`src/rtl/alu_bist_pkg.sv`:
```
// alu_bist_pkg
// Shared types and helpers for the ALU built-in self-test engine:
//   alu_op_e      - ALU opcode encoding (ADD, SUB, AND, OR)
//   bist_state_e  - BIST sequencer states
//   LFSR_TAPS     - tap mask for x^16 + x^14 + x^13 + x^11 + 1
//   alu_resp_t    - 7-bit ALU response {result, carry, zero, overflow}
//   lfsr_step     - one Fibonacci shift of the 16-bit LFSR
//   alu_ref       - golden model of the 4-bit ALU
package alu_bist_pkg;

    typedef enum logic [1:0] {
        OP_ADD = 2'b00,
        OP_SUB = 2'b01,
        OP_AND = 2'b10,
        OP_OR  = 2'b11
    } alu_op_e;

    typedef enum logic [2:0] {
        ST_IDLE,
        ST_ISSUE,
        ST_WAIT,
        ST_CHECK,
        ST_DONE
    } bist_state_e;

    // Bits 15, 13, 12 and 10 feed the XOR that re-enters at bit 0.
    localparam logic [15:0] LFSR_TAPS = 16'hB400;

    typedef struct packed {
        logic [3:0] result;
        logic       carry;
        logic       zero;
        logic       overflow;
    } alu_resp_t;

    function automatic logic [15:0] lfsr_step(input logic [15:0] v);
        return {v[14:0], ^(v & LFSR_TAPS)};
    endfunction

    // SUB is computed as A + ~B + 1 so carry reads as "no borrow".
    function automatic alu_resp_t alu_ref(input logic [3:0] a, input logic [3:0] b,
                                          input alu_op_e op);
        alu_resp_t  r;
        logic [4:0] s;
        r = '0;
        s = '0;
        case (op)
            OP_ADD: begin
                s          = {1'b0, a} + {1'b0, b};
                r.result   = s[3:0];
                r.carry    = s[4];
                r.overflow = (a[3] == b[3]) && (s[3] != a[3]);
            end
            OP_SUB: begin
                s          = {1'b0, a} + {1'b0, ~b} + 5'd1;
                r.result   = s[3:0];
                r.carry    = s[4];
                r.overflow = (a[3] != b[3]) && (s[3] != a[3]);
            end
            OP_AND:  r.result = a & b;
            default: r.result = a | b;
        endcase
        r.zero = (r.result == 4'd0);
        return r;
    endfunction

endpackage

```
`src/rtl/bist_lfsr16.sv`:
```
// bist_lfsr16
// 16-bit Fibonacci LFSR with parallel load and an XOR input, usable both as
// a pattern generator (xor_in tied to zero) and as a MISR (xor_in = data).
// Ports:
//   clk, rst_n   - clock, synchronous active-low reset (value <= RESET_VALUE)
//   load         - load load_value (has priority over step)
//   load_value   - value loaded on load
//   step         - advance one shift and fold in xor_in
//   xor_in       - data compacted into the register on each step
//   value        - current register contents
module bist_lfsr16
    import alu_bist_pkg::*;
#(
    parameter logic [15:0] RESET_VALUE = 16'h0001
) (
    input  logic        clk,
    input  logic        rst_n,
    input  logic        load,
    input  logic [15:0] load_value,
    input  logic        step,
    input  logic [15:0] xor_in,
    output logic [15:0] value
);

    // Load wins over step so a run restart always begins from a known value.
    always_ff @(posedge clk) begin
        if (!rst_n) begin
            value <= RESET_VALUE;
        end else if (load) begin
            value <= load_value;
        end else if (step) begin
            value <= lfsr_step(value) ^ xor_in;
        end
    end

endmodule

```
`src/rtl/alu_bist_engine.sv`:
```
// alu_bist_engine
// Built-in self-test initiator for the 4-bit ALU. Issues LFSR-generated
// A/B/op vectors over a start/valid handshake, checks every response
// against the golden model, counts mismatches, records the first failing
// index and compacts all responses into a MISR signature.
// Ports:
//   clk, rst_n        - clock, synchronous active-low reset
//   bist_start        - level; a rising edge in IDLE or DONE starts a run
//   bist_busy         - high in ISSUE, WAIT and CHECK
//   bist_done         - high in DONE
//   bist_pass         - valid with bist_done; no mismatch and no timeout
//   timeout_err       - sticky per run, ALU failed to answer in time
//   mismatch_count    - saturating count of failing vectors
//   first_fail_idx    - index of first failing vector, 16'hFFFF if none
//   signature         - MISR value
//   alu_a/alu_b/alu_op, alu_start          - request to the ALU
//   alu_valid, alu_result, alu_carry,
//   alu_zero, alu_overflow                 - response from the ALU
module alu_bist_engine
    import alu_bist_pkg::*;
#(
    parameter int unsigned NUM_VECTORS = 10000,
    parameter logic [15:0] LFSR_SEED   = 16'hACE1,
    parameter int unsigned TIMEOUT     = 16,
    parameter logic [15:0] MISR_INIT   = 16'hFFFF
) (
    input  logic        clk,
    input  logic        rst_n,
    input  logic        bist_start,
    output logic        bist_busy,
    output logic        bist_done,
    output logic        bist_pass,
    output logic        timeout_err,
    output logic [15:0] mismatch_count,
    output logic [15:0] first_fail_idx,
    output logic [15:0] signature,
    output logic [3:0]  alu_a,
    output logic [3:0]  alu_b,
    output logic [1:0]  alu_op,
    output logic        alu_start,
    input  logic        alu_valid,
    input  logic [3:0]  alu_result,
    input  logic        alu_carry,
    input  logic        alu_zero,
    input  logic        alu_overflow
);

    // An all-zero seed would lock the LFSR, so it is replaced by 1.
    localparam logic [15:0] SEED_EFF   = (LFSR_SEED == 16'h0000) ? 16'h0001 : LFSR_SEED;
    localparam logic [15:0] LAST_IDX   = 16'(NUM_VECTORS - 1);
    localparam logic [15:0] WAIT_LIMIT = 16'(TIMEOUT);

    bist_state_e state;
    bist_state_e state_next;

    logic        start_q;
    logic        start_rise;
    logic [15:0] lfsr_value;
    logic [15:0] idx;
    logic [15:0] wait_cnt;
    alu_resp_t   resp_q;
    alu_resp_t   expected;
    logic        fail_seen;
    logic        mismatch;
    logic        last_vec;
    logic        timeout_hit;
    logic        run_load;
    logic        check_en;
    logic        lfsr_adv;
    logic        wait_expire;
    logic        lfsr_unused;

    assign start_rise  = bist_start & ~start_q;
    assign last_vec    = (idx == LAST_IDX);
    assign timeout_hit = ((wait_cnt + 16'd1) == WAIT_LIMIT);

    // Operands come straight from the stimulus LFSR; it only moves on the
    // CHECK->ISSUE edge, so they stay stable for the whole transaction.
    assign alu_a       = lfsr_value[3:0];
    assign alu_b       = lfsr_value[7:4];
    assign alu_op      = lfsr_value[9:8];
    assign lfsr_unused = ^lfsr_value[15:10];

    assign expected = alu_ref(alu_a, alu_b, alu_op_e'(alu_op));
    assign mismatch = (resp_q != expected);

    bist_lfsr16 #(
        .RESET_VALUE (16'h0000)
    ) u_stim_lfsr (
        .clk        (clk),
        .rst_n      (rst_n),
        .load       (run_load),
        .load_value (SEED_EFF),
        .step       (lfsr_adv),
        .xor_in     (16'h0000),
        .value      (lfsr_value)
    );

    bist_lfsr16 #(
        .RESET_VALUE (MISR_INIT)
    ) u_misr (
        .clk        (clk),
        .rst_n      (rst_n),
        .load       (run_load),
        .load_value (MISR_INIT),
        .step       (check_en),
        .xor_in     ({9'b0, resp_q}),
        .value      (signature)
    );

    // Sequencer state register.
    always_ff @(posedge clk) begin
        if (!rst_n) begin
            state <= ST_IDLE;
        end else begin
            state <= state_next;
        end
    end

    // Next-state logic and per-state strobes. A valid response in WAIT takes
    // priority over a timeout landing in the same cycle.
    always_comb begin
        state_next  = state;
        bist_busy   = 1'b0;
        bist_done   = 1'b0;
        alu_start   = 1'b0;
        run_load    = 1'b0;
        check_en    = 1'b0;
        lfsr_adv    = 1'b0;
        wait_expire = 1'b0;
        case (state)
            ST_IDLE: begin
                if (start_rise) begin
                    run_load   = 1'b1;
                    state_next = ST_ISSUE;
                end
            end
            ST_ISSUE: begin
                bist_busy  = 1'b1;
                alu_start  = 1'b1;
                state_next = ST_WAIT;
            end
            ST_WAIT: begin
                bist_busy = 1'b1;
                if (alu_valid) begin
                    state_next = ST_CHECK;
                end else if (timeout_hit) begin
                    wait_expire = 1'b1;
                    state_next  = ST_DONE;
                end
            end
            ST_CHECK: begin
                bist_busy = 1'b1;
                check_en  = 1'b1;
                if (last_vec) begin
                    state_next = ST_DONE;
                end else begin
                    lfsr_adv   = 1'b1;
                    state_next = ST_ISSUE;
                end
            end
            ST_DONE: begin
                bist_done = 1'b1;
                if (start_rise) begin
                    run_load   = 1'b1;
                    state_next = ST_ISSUE;
                end
            end
            default: state_next = ST_IDLE;
        endcase
    end

    // Run bookkeeping: response capture, wait counter, mismatch statistics
    // and the pass verdict. fail_seen tracks "first_fail_idx already set"
    // and also folds the timeout into the pass verdict.
    always_ff @(posedge clk) begin
        if (!rst_n) begin
            start_q        <= 1'b0;
            idx            <= '0;
            wait_cnt       <= '0;
            resp_q         <= '0;
            fail_seen      <= 1'b0;
            mismatch_count <= '0;
            first_fail_idx <= 16'hFFFF;
            timeout_err    <= 1'b0;
            bist_pass      <= 1'b0;
        end else begin
            start_q <= bist_start;

            if (run_load) begin
                idx            <= '0;
                fail_seen      <= 1'b0;
                mismatch_count <= '0;
                first_fail_idx <= 16'hFFFF;
                timeout_err    <= 1'b0;
                bist_pass      <= 1'b0;
            end

            if (state == ST_ISSUE) begin
                wait_cnt <= '0;
            end

            if (state == ST_WAIT) begin
                if (alu_valid) begin
                    resp_q <= {alu_result, alu_carry, alu_zero, alu_overflow};
                end else begin
                    wait_cnt <= wait_cnt + 16'd1;
                end
            end

            if (wait_expire) begin
                timeout_err <= 1'b1;
                bist_pass   <= 1'b0;
                fail_seen   <= 1'b1;
                if (!fail_seen) begin
                    first_fail_idx <= idx;
                end
            end

            if (check_en) begin
                if (mismatch) begin
                    if (mismatch_count != 16'hFFFF) begin
                        mismatch_count <= mismatch_count + 16'd1;
                    end
                    if (!fail_seen) begin
                        first_fail_idx <= idx;
                    end
                    fail_seen <= 1'b1;
                end
                if (last_vec) begin
                    bist_pass <= ~(fail_seen | mismatch);
                end else begin
                    idx <= idx + 16'd1;
                end
            end
        end
    end

endmodule

```
`config.mk`:
```
export PLATFORM = sky130hd
export DESIGN_NAME = alu_bist_engine
export DESIGN_NICKNAME = d
export VERILOG_FILES = /design/src/rtl/alu_bist_pkg.sv /design/src/rtl/bist_lfsr16.sv /design/src/rtl/alu_bist_engine.sv
export SDC_FILE = /design/constraint.sdc
export NUM_CORES = 1
export LEC_CHECK = 0
export BUFFER_PORTS_ARGS = -buffer_cell sky130_fd_sc_hd__buf_2
export CORE_UTILIZATION = 55
export DETAILED_ROUTE_END_ITERATION = 7
export HOLD_SLACK_MARGIN = 0.1
export MAX_ROUTING_LAYER = met4
export PLACE_DENSITY = 0.75
export SLEW_MARGIN = 25
export SYNTH_ARGS = -nofsm -noshare
export SYNTH_HDL_FRONTEND = slang
export SYNTH_SLANG_ARGS = --single-unit
```
`constraint.sdc`:
```
create_clock -name clk -period 4.7 [get_ports clk]
set_clock_uncertainty 0.2 [all_clocks]
set_input_delay 0 -clock clk [delete_from_list [all_inputs] [get_ports clk]]
set_output_delay 0 -clock clk [all_outputs]
set_load 0.05 [all_outputs]
```
Word level (Yosys, flattened, before mapping)
Index checks and enable logic that the tools add are counted.
{"block": "totals", "ff_bits": 110, "in_bits": 11, "out_inout_bits": 63, "elab_cells": 108}
{"block": "classes", "n_addsub": 6, "eq_ne": 16, "n_mux": 47, "n_bitwise": 9, "n_reduce_logical": 14}
{"operator": "16-bit 2-to-1 mux", "count": 18}
{"operator": "16-bit by 1-bit adder with 16-bit output, second input constant", "count": 3}
{"operator": "16-bit parity", "count": 2}
{"operator": "1-bit 2-to-1 mux", "count": 21}
{"operator": "16-bit by 14-bit == test with 1-bit output, second input constant", "count": 1}
{"operator": "16-bit by 5-bit == test with 1-bit output, second input constant", "count": 1}
{"operator": "16-bit != test, second input constant", "count": 1}
{"operator": "16-bit by 7-bit bitwise XOR with 16-bit output", "count": 1}
{"operator": "3-bit 2-to-1 mux", "count": 4}
{"operator": "3-bit case mux with 4 select lines", "count": 1}
{"operator": "4-bit case mux with 3 select lines", "count": 1}
{"operator": "4-bit by 4-bit adder with 5-bit output", "count": 2}
{"operator": "7-bit != test", "count": 1}
{"operator": "3-bit by 2-bit == test with 1-bit output, second input constant", "count": 2}
{"operator": "5-bit by 1-bit adder with 5-bit output, second input constant", "count": 1}
{"operator": "4-bit bitwise AND", "count": 1}
{"operator": "4-bit logical NOT", "count": 1}
{"operator": "4-bit inverter", "count": 1}
{"operator": "4-bit OR", "count": 1}
{"operator": "1-bit case mux with 2 select lines", "count": 2}
{"operator": "2-bit AND reduction", "count": 2}
{"operator": "2-bit nonzero test", "count": 2}
{"operator": "2-bit OR reduction", "count": 2}
{"operator": "3-bit by 1-bit == test with 1-bit output, second input constant", "count": 1}
{"operator": "14 further kinds", "count": 19}

Depth between registers and ports, before layout
Gate-level depths: netlist of the first run.
{"block": "logic_depth", "word_depth": 11, "ltp_mapped": 13, "ltp_nobuf": 11}

Cells and area by module
From an unflattened synthesis of the first run, not the netlist that was laid out.
{"block": "hier_totals", "cells_unflattened": 820, "area_unflattened_um2": 6591.3}
{"mod": "alu_bist_engine", "instances": 1, "cells_each": 622, "area_each_um2": 4804.6, "seq_area_each_um2": 1561.5}
{"mod": "bist_lfsr16 (u_stim_lfsr)", "instances": 1, "cells_each": 106, "area_each_um2": 925.9, "seq_area_each_um2": 320.3}
{"mod": "bist_lfsr16 (u_misr)", "instances": 1, "cells_each": 92, "area_each_um2": 860.8, "seq_area_each_um2": 320.3}

Worst setup path after synthesis of the first run
No wires, ideal clock.
{"block": "synth_timing", "path_type": "register to register", "start": "reg u_stim_lfsr.value[0]", "end": "reg first_fail_idx[0]", "setup_ns": 0.072, "arrival_ns": 3.144, "t_required_ns": 4.428, "slack_ns": 1.285, "stages_incl_launch_ff": 14, "path_buffers": 2, "synth_period_minus_slack_ns": 3.415, "path_cell_list": "dfxtp_1 > inv_1 > ha_1 > fa_1 > xor2_1 > mux4_2 > nor4bb_1 > nor2_1 > mux2_2 > a21oi_2 > o21ba_1 > buf_6 > buf_12 > mux2i_1"}
{"block": "synth_via", "elab_chain_len": 8, "elab_cells_between_ends": 16, "cone_classes": "add/sub: 3; eq/ne: 3; mux: 5; bitwise: 2; reduce/logical: 3"}
{"element": "from (decl)", "line": "bist_lfsr16.sv:22", "rtl": "output logic [15:0] value"}
{"element": "from (signal assigned)", "line": "bist_lfsr16.sv:30", "rtl": "value <= load_value;"}
{"element": "from (signal assigned)", "line": "bist_lfsr16.sv:32", "rtl": "value <= lfsr_step(value) ^ xor_in;"}
{"element": "4-bit by 4-bit adder with 5-bit output", "line": "alu_bist_pkg.sv:55", "rtl": "s = {1'b0, a} + {1'b0, ~b} + 5'd1;"}
{"element": "5-bit by 1-bit adder with 5-bit output", "line": "alu_bist_pkg.sv:55"}
{"element": "1-bit != test", "line": "alu_bist_pkg.sv:58", "rtl": "r.overflow = (a[3] != b[3]) && (s[3] != a[3]);"}
{"element": "1-bit logical AND", "line": "alu_bist_pkg.sv:58"}
{"element": "1-bit case mux with 2 select lines", "line": "alu_bist_pkg.sv:47", "rtl": "case (op)"}
{"element": "7-bit != test (*)", "line": "alu_bist_engine.sv:85", "rtl": "assign mismatch = (resp_q != expected);"}
{"element": "16-bit 2-to-1 mux (*)", "line": "alu_bist_engine.sv:221", "rtl": "if (mismatch) begin"}
{"element": "16-bit 2-to-1 mux (*)", "line": "alu_bist_engine.sv:220", "rtl": "if (check_en) begin"}
{"element": "to (signal assigned)", "line": "alu_bist_engine.sv:216", "rtl": "first_fail_idx <= idx;"}
{"element": "to (signal assigned)", "line": "alu_bist_engine.sv:226", "rtl": "first_fail_idx <= idx;"}
{"element": "to (decl)", "line": "alu_bist_engine.sv:35", "rtl": "output logic [15:0] first_fail_idx,"}
Every way passes the cells marked *; elsewhere a longest branch is shown, timed or not.
A chain may end at the register's enable or synchronous reset.

Worst setup path after layout of the first run
{"block": "layout_timing", "start": "reg u_stim_lfsr.value[0]", "end": "reg first_fail_idx[14]"}
The elaborated chain is that of the path after synthesis.

==> results of run 1 <==
## cell usage in the layout (no fill, tap or decap), types with 3 or more instances in the layout
| cell | synthesis | final |
|---|---|---|
| a21oi_1 | 63 | 63 |
| a211oi_1 | 7 | 7 |
| nand2b_1 | 3 | 3 |
| or4_1 | 5 | 5 |
| o221a_2 | 3 | 3 |
| nor2b_1 | 7 | 7 |
| inv_1 | 27 | 27 |
| nand3b_1 | 8 | 8 |
| o21ai_0 | 39 | 39 |
| nor3b_1 | 4 | 4 |
| mux2i_1 | 18 | 18 |
| dfxtp_1 | 110 | 110 |
| nand3_1 | 37 | 37 |
| dlygate4sd3_1 | 0 | 26 |
| a311oi_1 | 4 | 4 |
| and3_1 | 11 | 11 |
| buf_4 | 11 | 8 |
| a21o_1 | 3 | 3 |
| and2_1 | 10 | 10 |
| o211ai_1 | 11 | 11 |
| clkbuf_8 | 0 | 10 |
| nor2_1 | 77 | 76 |
| and4_1 | 6 | 6 |
| nand4_1 | 7 | 7 |
| xor2_1 | 3 | 3 |
| or3_1 | 8 | 8 |
| a31oi_1 | 10 | 9 |
| ha_1 | 16 | 16 |
| buf_2 | 4 | 73 |
| nor3_1 | 31 | 30 |
| xnor2_1 | 18 | 18 |
| nor4_1 | 5 | 5 |
| nand2_1 | 108 | 108 |
## flip-flops by register name (all words and copies together), names as in the netlist
register,cells
bist_pass,1
fail_seen,1
first_fail_idx,16
idx,16
mismatch_count,16
resp_q,7
start_q,1
state,3
timeout_err,1
u_misr.value,16
u_stim_lfsr.value,16
wait_cnt,16
## cell type report
cell class,instances,share of cell area
multi-input combinational,557,0.494
timing repair buffer,107,0.103
clock inverter,6,0.00941
tap,136,0.0256
sequential,110,0.331
clock buffer,10,0.0207
inverter,28,0.0158
## per-layer routing
layer,GRT usage,part of all wire,vias to the layer above
met4,0.101,0.019,0
met1,0.340,0.47,2593
met3,0.0349,0.038,23
li1,-,-,2737
met2,0.432,0.47,125
met5,-,0,-
## how the worst min path moves through the flow
stage,start,endpoint,slack [ns],cells past startpoint
after global placement,bist_start,start_q,0.02,2
after detailed placement,bist_start,start_q,0.03,2
after global routing,u_stim_lfsr.value[11],u_stim_lfsr.value[12],0.28,2
after floorplan,bist_start,start_q,-0.08,1
after CTS,u_stim_lfsr.value[11],u_stim_lfsr.value[12],0.27,2
final,u_stim_lfsr.value[11],u_stim_lfsr.value[12],0.27,2
## worst max-delay path, stage by stage, from the launching register on
cell,delay (ns)
dfxtp_1,0.40
inv_1,0.08
ha_1,0.23
fa_1,0.41
xor2_1,0.17
mux4_2,0.51
nor4bb_1,0.30
nor2_1,0.09
mux2_2,0.30
a21oi_2,0.33
o21ba_1,0.19
buf_4,0.27
mux2i_1,0.22
## power by group
| part | switching [mW] | internal, mW | total (mW) | leakage, nW |
|---|---|---|---|---|
| registers | 0.0438 | 0.976 | 1.02 | 0.891 |
| clock network | 0.356 | 0.221 | 0.577 | 0.0957 |
| logic | 0.363 | 0.167 | 0.530 | 1.59 |
## kinds of logic (layout without fill, tap and decap cells)
| family | count (synthesis) | after routing | synth area share |
|---|---|---|---|
| AO/OA/AOI/OAI | 162 | 162 | 0.170 |
| adder cells (fa/ha/maj) | 18 | 18 | 0.0411 |
| flip-flops | 110 | 110 | 0.377 |
| XOR/XNOR | 21 | 21 | 0.0315 |
| buffers and inverters | 79 | 151 | 0.0642 |
| multiplexers | 21 | 21 | 0.0404 |
| AND/OR/NAND/NOR | 335 | 335 | 0.276 |
## metrics by stage
stage                     cell area (µm²)  hold slack [ns]  power, mW  setup slack [ns]
after detailed placement             6190           0.0329       1.55             0.956
after floorplan                      5850          -0.0783       1.44              1.28
after global routing                 6650            0.285       2.23             0.655
after CTS                            6650            0.268       2.14             0.914
final                                6650            0.265       2.13             0.907
after global placement               6180           0.0212       1.54              1.08
==> results_dict.tcl, run 1 <==
set metrics [dict create \
    fin_tns_setup_ns 0 \
    r2r_end "first_fail_idx[14]" \
    fin_nets 842 \
    final_antenna_net_count 0 \
    place_inst 912 \
    startpoint_type "register" \
    multiInputGateArea_um2 3280 \
    fillCellCount 915 \
    critPathKind "register to register" \
    cts_max_level 3 \
    grt_pass1_vias 4954 \
    critPathCaptureType "register" \
    status "completed" \
    drive_gt1_frac 0.139 \
    start_util 0.566 \
    power-per-cell-area_nw_per_um2 320 \
    hold_viol_final 0 \
    die_w_um 105 \
    synth_most_common_cell "dfxtp_1" \
    antenna_found_initial 0 \
    tightest_slew_ns 0.824 \
    clock_tree.buffer_depth 2 \
    post-route-min-period_ns 3.79 \
    final-setup-viol-count 0 \
    core-area_um2 10300 \
    syn_nets 775 \
    rsz0062_at_grt "false" \
    cap_violations 0 \
    fmax_mhz 264 \
    period_share 0.807 \
    io_buffers 73 \
    yosysTopAreaCell "dfxtp_1" \
    wl_per_cell_um 14.4 \
    ys_ff_latch 110 \
    cp.arrival_ns 3.91 \
    firstDrtPassIters 5 \
    grt_max_degree 81 \
    cts_sinks 110 \
    dieHeight_um 105 \
    fin_util 0.644 \
    io_pins 74 \
    hpwlAfterDp_mm 9.56 \
    routed_via_density 5.74 \
    area_growth_pct 13.7 \
    syn_area_um2 5850 \
    seq_area_um2 2200 \
    cts_setup_buffers 0 \
    synth.distinct_cells 67 \
    cp.required_ns 4.82 \
    rr_worst_depth 12 \
    cts_tree "yes" \
    yosys_warnings 0 \
    grt_usage 0.267 \
    dieArea_um2 11000 \
    synth_edf_count 0 \
    clk_pin_slew_ns 0.12 \
    drtIter0Drc 329 \
    syn-instance-count 746 \
    cp_max_fo 16 \
    synth_seq_area_share 0.377 \
    r2r_start "u_stim_lfsr.value[0]" \
    drcViolationCount 0 \
    cts_inserted_buffers 9 \
    grt_overflow 0 \
    synth.area.top_cells "dfxtp_1 (38%), nand2_1 (6.9%), a21oi_1 (5.4%)" \
    grt_pass1_wl_mm 23.4 \
    synth-main-ff-cell "dfxtp_1" \
    diodes 0 \
    synth.top_cell.area_share 0.377 \
    stdcell_count 954 \
    relSlewSlack 0.451 \
    cts_resized 0 \
    routed_wl_mm 13.7 \
    ir_drop_uv 174 \
    worst_hold_path_type "register to register" \
    clock_latency_ns 0.39 \
    p_leak_nw 2.57 \
    clock-root-buffer "clkbuf_8" \
    synthArstFlopShare 0 \
    gp_congestion 0.896 \
    synth_commonest_cells "dfxtp_1 (110), nand2_1 (108), nor2_1 (77)" \
    ctsHoldBuffers 26 \
    r2r_setup_slack_ns 0.91 \
    rows 37 \
    crit_end "first_fail_idx[14]" \
    synth.avg_cell_area_um2 7.84 \
    crit_start "u_stim_lfsr.value[0]" \
    slew_viol_final 0 \
    num_vias 5478 \
]
No activity file was read; power rests on OpenSTA's default activity.
==> run 2: changes to the inputs <==
Settings changed: CORE_UTILIZATION 55 to 53, PLACE_DENSITY 0.75 to 0.76.
Clock period 4.7 ns to 3.1 ns, I/O delays scaled along.
==> run 2 against run 1 <==
Final cell count rose by 6.0%; count of clock-buffer cells in the layout fell by 1; flip-flop and latch count did not move; the flow now finishes with violations (setup timing); combinational power rose by 94%; design area rose by 10%; critical endpoint is now mismatch_count[13]; wire length rose by 15%.
==> results_dict.tcl, run 2 (synthesis gave the netlist of run 1 again) <==
set metrics [dict create \
    status "finished with violations" \
    violations "setup timing" \
    slew_viol_final 0 \
    fmax_mhz 301 \
    rr_worst_depth 13 \
    power-per-cell-area_nw_per_um2 475 \
    fin_util 0.698 \
    ir_drop_uv 303 \
    routed_via_density 5.76 \
    io_buffers 73 \
    grt_overflow 0 \
    drive_gt1_frac 0.229 \
    crit_start "u_stim_lfsr.value[0]" \
    cp.arrival_ns 3.37 \
    clock-root-buffer "clkbuf_8" \
    final_area_um2 7330 \
    internal_power_mw 2.25 \
    p_switching_mw 1.23 \
    startpoint_type "register" \
    cp.required_ns 3.14 \
    core-area_um2 10500 \
    routed_wl_mm 15.8 \
    cts_max_level 3 \
    rows 37 \
    gp_congestion 0.924 \
    period_share 1.07 \
    clock_tree.buffer_depth 2 \
    area_growth_pct 25.4 \
    num_vias 5820 \
    clock_latency_ns 0.37 \
    firstDrtPassIters 5 \
    tightest_slew_ns 0.646 \
    grt_usage 0.286 \
    diodes 0 \
    antenna_found_initial 0 \
    power_frac_clock 0.261 \
    fin_nets 899 \
    r2r_start "u_stim_lfsr.value[0]" \
    post-route-min-period_ns 3.33 \
    clk_pin_slew_ns 0.11 \
    pwr-share-seq 0.444 \
    p_sw_frac 0.355 \
    setup_slack_ns -0.226 \
    start_util 0.556 \
    cts_sinks 110 \
    dieArea_um2 11500 \
    cap_violations 0 \
    p_comb_frac 0.295 \
    crit_end "mismatch_count[13]" \
    hpwlAfterDp_mm 10.2 \
    wl_per_cell_um 15.6 \
    final-setup-viol-count 32 \
    grt_pass1_wl_mm 25.9 \
    grt_pass1_vias 5528 \
    drcViolationCount 0 \
    critPathCaptureType "register" \
    r2r_end "mismatch_count[13]" \
    cts_inserted_buffers 9 \
    final_antenna_net_count 0 \
    finalPower_mw 3.48 \
    p_leak_nw 2.90 \
    rsz0062_at_grt "true" \
    critPathKind "register to register" \
    r2r_setup_slack_ns -0.23 \
    io_pins 74 \
    hold_viol_final 0 \
    cp_max_fo 4 \
    dieHeight_um 107 \
    grt_max_degree 63 \
    relSlewSlack 0.568 \
    final_cell_mix "nand2_1 (107), dfxtp_1 (107), nor2_1 (76)" \
    worst_hold_path_type "register to register" \
    die_w_um 107 \
    cts_tree "yes" \
    drtIter0Drc 312 \
    dpl_cell_area_um2 6570 \
]
[run 2: power groups by stage]
stage	clock [mW]	sequential, mW	combinational [mW]
detailed placement	0	1.57	0.881
finish	0.908	1.54	1.03
global route	0.983	1.55	1.11
CTS	0.915	1.54	0.981
floorplan	0	1.66	0.547
global placement	0	1.57	0.861
[run 2: per-layer routing]
layer / vias up / GRT usage / routed length [µm]
li1: 2856 / - / -
met1: 2756 / 0.363 / 7130
met5: - / - / 0
met4: 0 / 0.105 / 348
met3: 27 / 0.0401 / 813
met2: 181 / 0.465 / 7510
[run 2: stage by stage]
step	setup WS, ns	hold slack, ns	std cells	setup TNS, ns
after global placement	-0.193	0.0196	955	-2.84
final	-0.226	0.269	1011	-4.50
after floorplan	-0.129	-0.0783	746	-1.36
after detailed placement	-0.371	0.0347	955	-5.46
after global routing	-0.345	0.307	1011	-8.37
after CTS	-0.188	0.270	1009	-3.98
[run 2: timing repair]
action                                  4_1_cts  5_1_grt
endpoints found under the setup margin       33       36
pin swaps                                     9       14
endpoints found under the hold margin        36        0
gates resized for setup                      23       21
hold buffers                                 31        0
setup buffers                                 6        4
gates cloned                                  1        0
[run 2: worst min-delay path by stage]
stage,depth (start not counted),to,slack (ns),from
finish,2,u_stim_lfsr.value[12],0.27,u_stim_lfsr.value[11]
global route,2,u_stim_lfsr.value[14],0.31,u_stim_lfsr.value[14]
CTS,2,u_stim_lfsr.value[12],0.27,u_stim_lfsr.value[11]
detailed placement,2,start_q,0.03,bist_start
global placement,2,start_q,0.02,bist_start
floorplan,1,start_q,-0.08,bist_start
[run 2: cell type report]
cell class	instances	area, µm²
tap	136	170
fill	798	3180
multi-input combinational	557	3480
clock buffer	9	124
clock inverter	7	78.8
inverter	28	108
sequential	110	2210
timing repair buffer	164	1160
[run 2: critical path, cell delays in order, from the launching register on]
cell and delay (ns):
dfxtp_4 0.40, inv_4 0.05, ha_4 0.16, fa_2 0.34, xor2_1 0.15, mux4_2 0.49, nor4bb_1 0.30, nor2_1 0.09
buf_4 0.14, mux2i_2 0.18, o211ai_1 0.19, buf_4 0.20, o2111ai_2 0.21, o41ai_2 0.10
==> run 3: changes to the inputs <==
Settings changed: CORE_UTILIZATION 53 to 55, PLACE_DENSITY 0.76 to 0.75, RECOVER_POWER from default to 25.
Clock period 3.1 ns to 4.1 ns, I/O delays scaled along.
==> run 3 against run 2 <==
The flow now finishes without violations; hold slack worse by 0.0069 ns; worst setup slack better by 0.54 ns; wire length down 9.5%; sequential share of layout area up 3.3 points; critical path type unchanged; largest power group unchanged.
==> results_dict.tcl, run 3 (synthesis gave the netlist of run 1 again) <==
set metrics [dict create \
    cts_inserted_buffers 9 \
    relSlewSlack 0.439 \
    cp_max_fo 8 \
    hold_slack_ns 0.262 \
    post-route-min-period_ns 3.79 \
    hpwlAfterDp_mm 9.72 \
    p_sw_frac 0.360 \
    setup_slack_ns 0.312 \
    cp.required_ns 4.20 \
    drcViolationCount 0 \
    cts_max_level 3 \
    slew_viol_final 0 \
    holdPathStages 2 \
    worst_hold_path_type "register to register" \
    min_to "u_stim_lfsr.value[14]" \
    fillCellCount 915 \
    grt_max_degree 81 \
    routed_wl_mm 14.3 \
    gp_congestion 0.872 \
    period_share 0.924 \
    firstDrtPassIters 5 \
    routed_via_density 5.86 \
    power_frac_clock 0.253 \
    critPathCaptureType "register" \
    start_util 0.566 \
    pre_cts_slack_ns 0.381 \
    tightest_slew_ns 0.842 \
    dieArea_um2 11000 \
    rsz0062_at_grt "false" \
    cap_violations 0 \
    fin_nets 844 \
    grt_pass1_vias 5190 \
    clock_tree.buffer_depth 2 \
    rows 37 \
    drtIter0Drc 409 \
    die_w_um 105 \
    power-per-cell-area_nw_per_um2 363 \
    dieHeight_um 105 \
    cts_setup_buffers 0 \
    clock-root-buffer "clkbuf_8" \
    pwr-share-seq 0.491 \
    cp.arrival_ns 3.88 \
    p_switching_uw 858 \
    fmax_mhz 264 \
    final-setup-viol-count 0 \
    hold_viol_final 0 \
    io_pins 74 \
    final_antenna_net_count 0 \
    wl_per_cell_um 15.0 \
    rr_worst_depth 10 \
    clock_latency_ns 0.38 \
    cts_resized 0 \
    status "completed" \
    r2r_start "u_stim_lfsr.value[4]" \
    clk_pin_slew_ns 0.11 \
    r2r_end "mismatch_count[3]" \
    ctsHoldBuffers 26 \
    internal_power_mw 1.53 \
    p_comb_frac 0.257 \
    antenna_found_initial 0 \
    grt_pass1_wl_mm 24.0 \
    drive_gt1_frac 0.0891 \
    cts_sinks 110 \
    critPathKind "register to register" \
    diodes 0 \
    ir_drop_uv 171 \
    mostFrequentLayoutCell "dfxtp_1" \
    startpoint_type "register" \
    grt_usage 0.272 \
    core-area_um2 10300 \
    area_growth_pct 12.5 \
    p_leak_nw 2.50 \
    cts_tree "yes" \
    io_buffers 73 \
    fin_tns_setup_ns 0 \
    min_from "u_stim_lfsr.value[14]" \
    final_cell_mix "dfxtp_1 (110), nand2_1 (107), nor2_1 (77)" \
    num_vias 5594 \
    r2r_setup_slack_ns 0.31 \
    grt_overflow 0 \
]
-- run 3: power groups by stage --
stage,logic [mW],registers [mW],clock network (mW)
after floorplan,0.404,1.25,0
after global placement,0.574,1.19,0
after detailed placement,0.590,1.19,0
after CTS,0.616,1.17,0.615
after global routing,0.671,1.18,0.654
final,0.612,1.17,0.603
-- run 3: final cells by class --
class | count | area, µm² | share of cell area
clock buffer | 9 | 124 | 0.0188
clock inverter | 6 | 47.5 | 0.00723
inverter | 28 | 105 | 0.0160
multi-input combinational | 557 | 3280 | 0.499
sequential | 110 | 2200 | 0.335
tap | 136 | 170 | 0.0259
timing repair buffer | 109 | 648 | 0.0985
-- run 3: routing by layer --
layer / share of wire / GRT usage / vias up
li1: - / - / 2745
met1: 0.45 / 0.336 / 2622
met2: 0.48 / 0.451 / 201
met3: 0.057 / 0.0374 / 26
met4: 0.020 / 0.107 / 0
met5: 0 / - / -
-- run 3: how the worst max path moves through the flow --
| stage | startpoint | to | slack [ns] | cells after the start |
|---|---|---|---|---|
| 2_1_floorplan | u_stim_lfsr.value[0] | first_fail_idx[0] | 0.68 | 13 |
| 3_3_place_gp | u_stim_lfsr.value[0] | mismatch_count[3] | 0.59 | 10 |
| 3_5_place_dp | u_stim_lfsr.value[4] | mismatch_count[3] | 0.38 | 10 |
| 4_1_cts | u_stim_lfsr.value[4] | mismatch_count[3] | 0.33 | 10 |
| 5_1_grt | u_stim_lfsr.value[4] | mismatch_count[5] | 0.0004 | 10 |
| 6_report | u_stim_lfsr.value[4] | mismatch_count[3] | 0.31 | 10 |
-- run 3: metrics by stage --
step,power (mW),util,std cells,area (µm²)
floorplan,1.66,-,746,5850
global placement,1.76,0.600,914,6200
CTS,2.40,0.642,955,6630
finish,2.39,0.637,955,6580
global route,2.50,0.637,955,6580
detailed placement,1.78,0.600,914,6200
-- run 3: worst max-delay path: stages (launching register included) --
cell	delay, ns
dfxtp_1	0.42
ha_1	0.23
inv_1	0.07
fa_1	0.43
mux4_2	0.52
xnor2_1	0.16
nor4_1	0.32
nand4_1	0.19
o211ai_1	0.63
nand2_1	0.27
o221ai_1	0.28
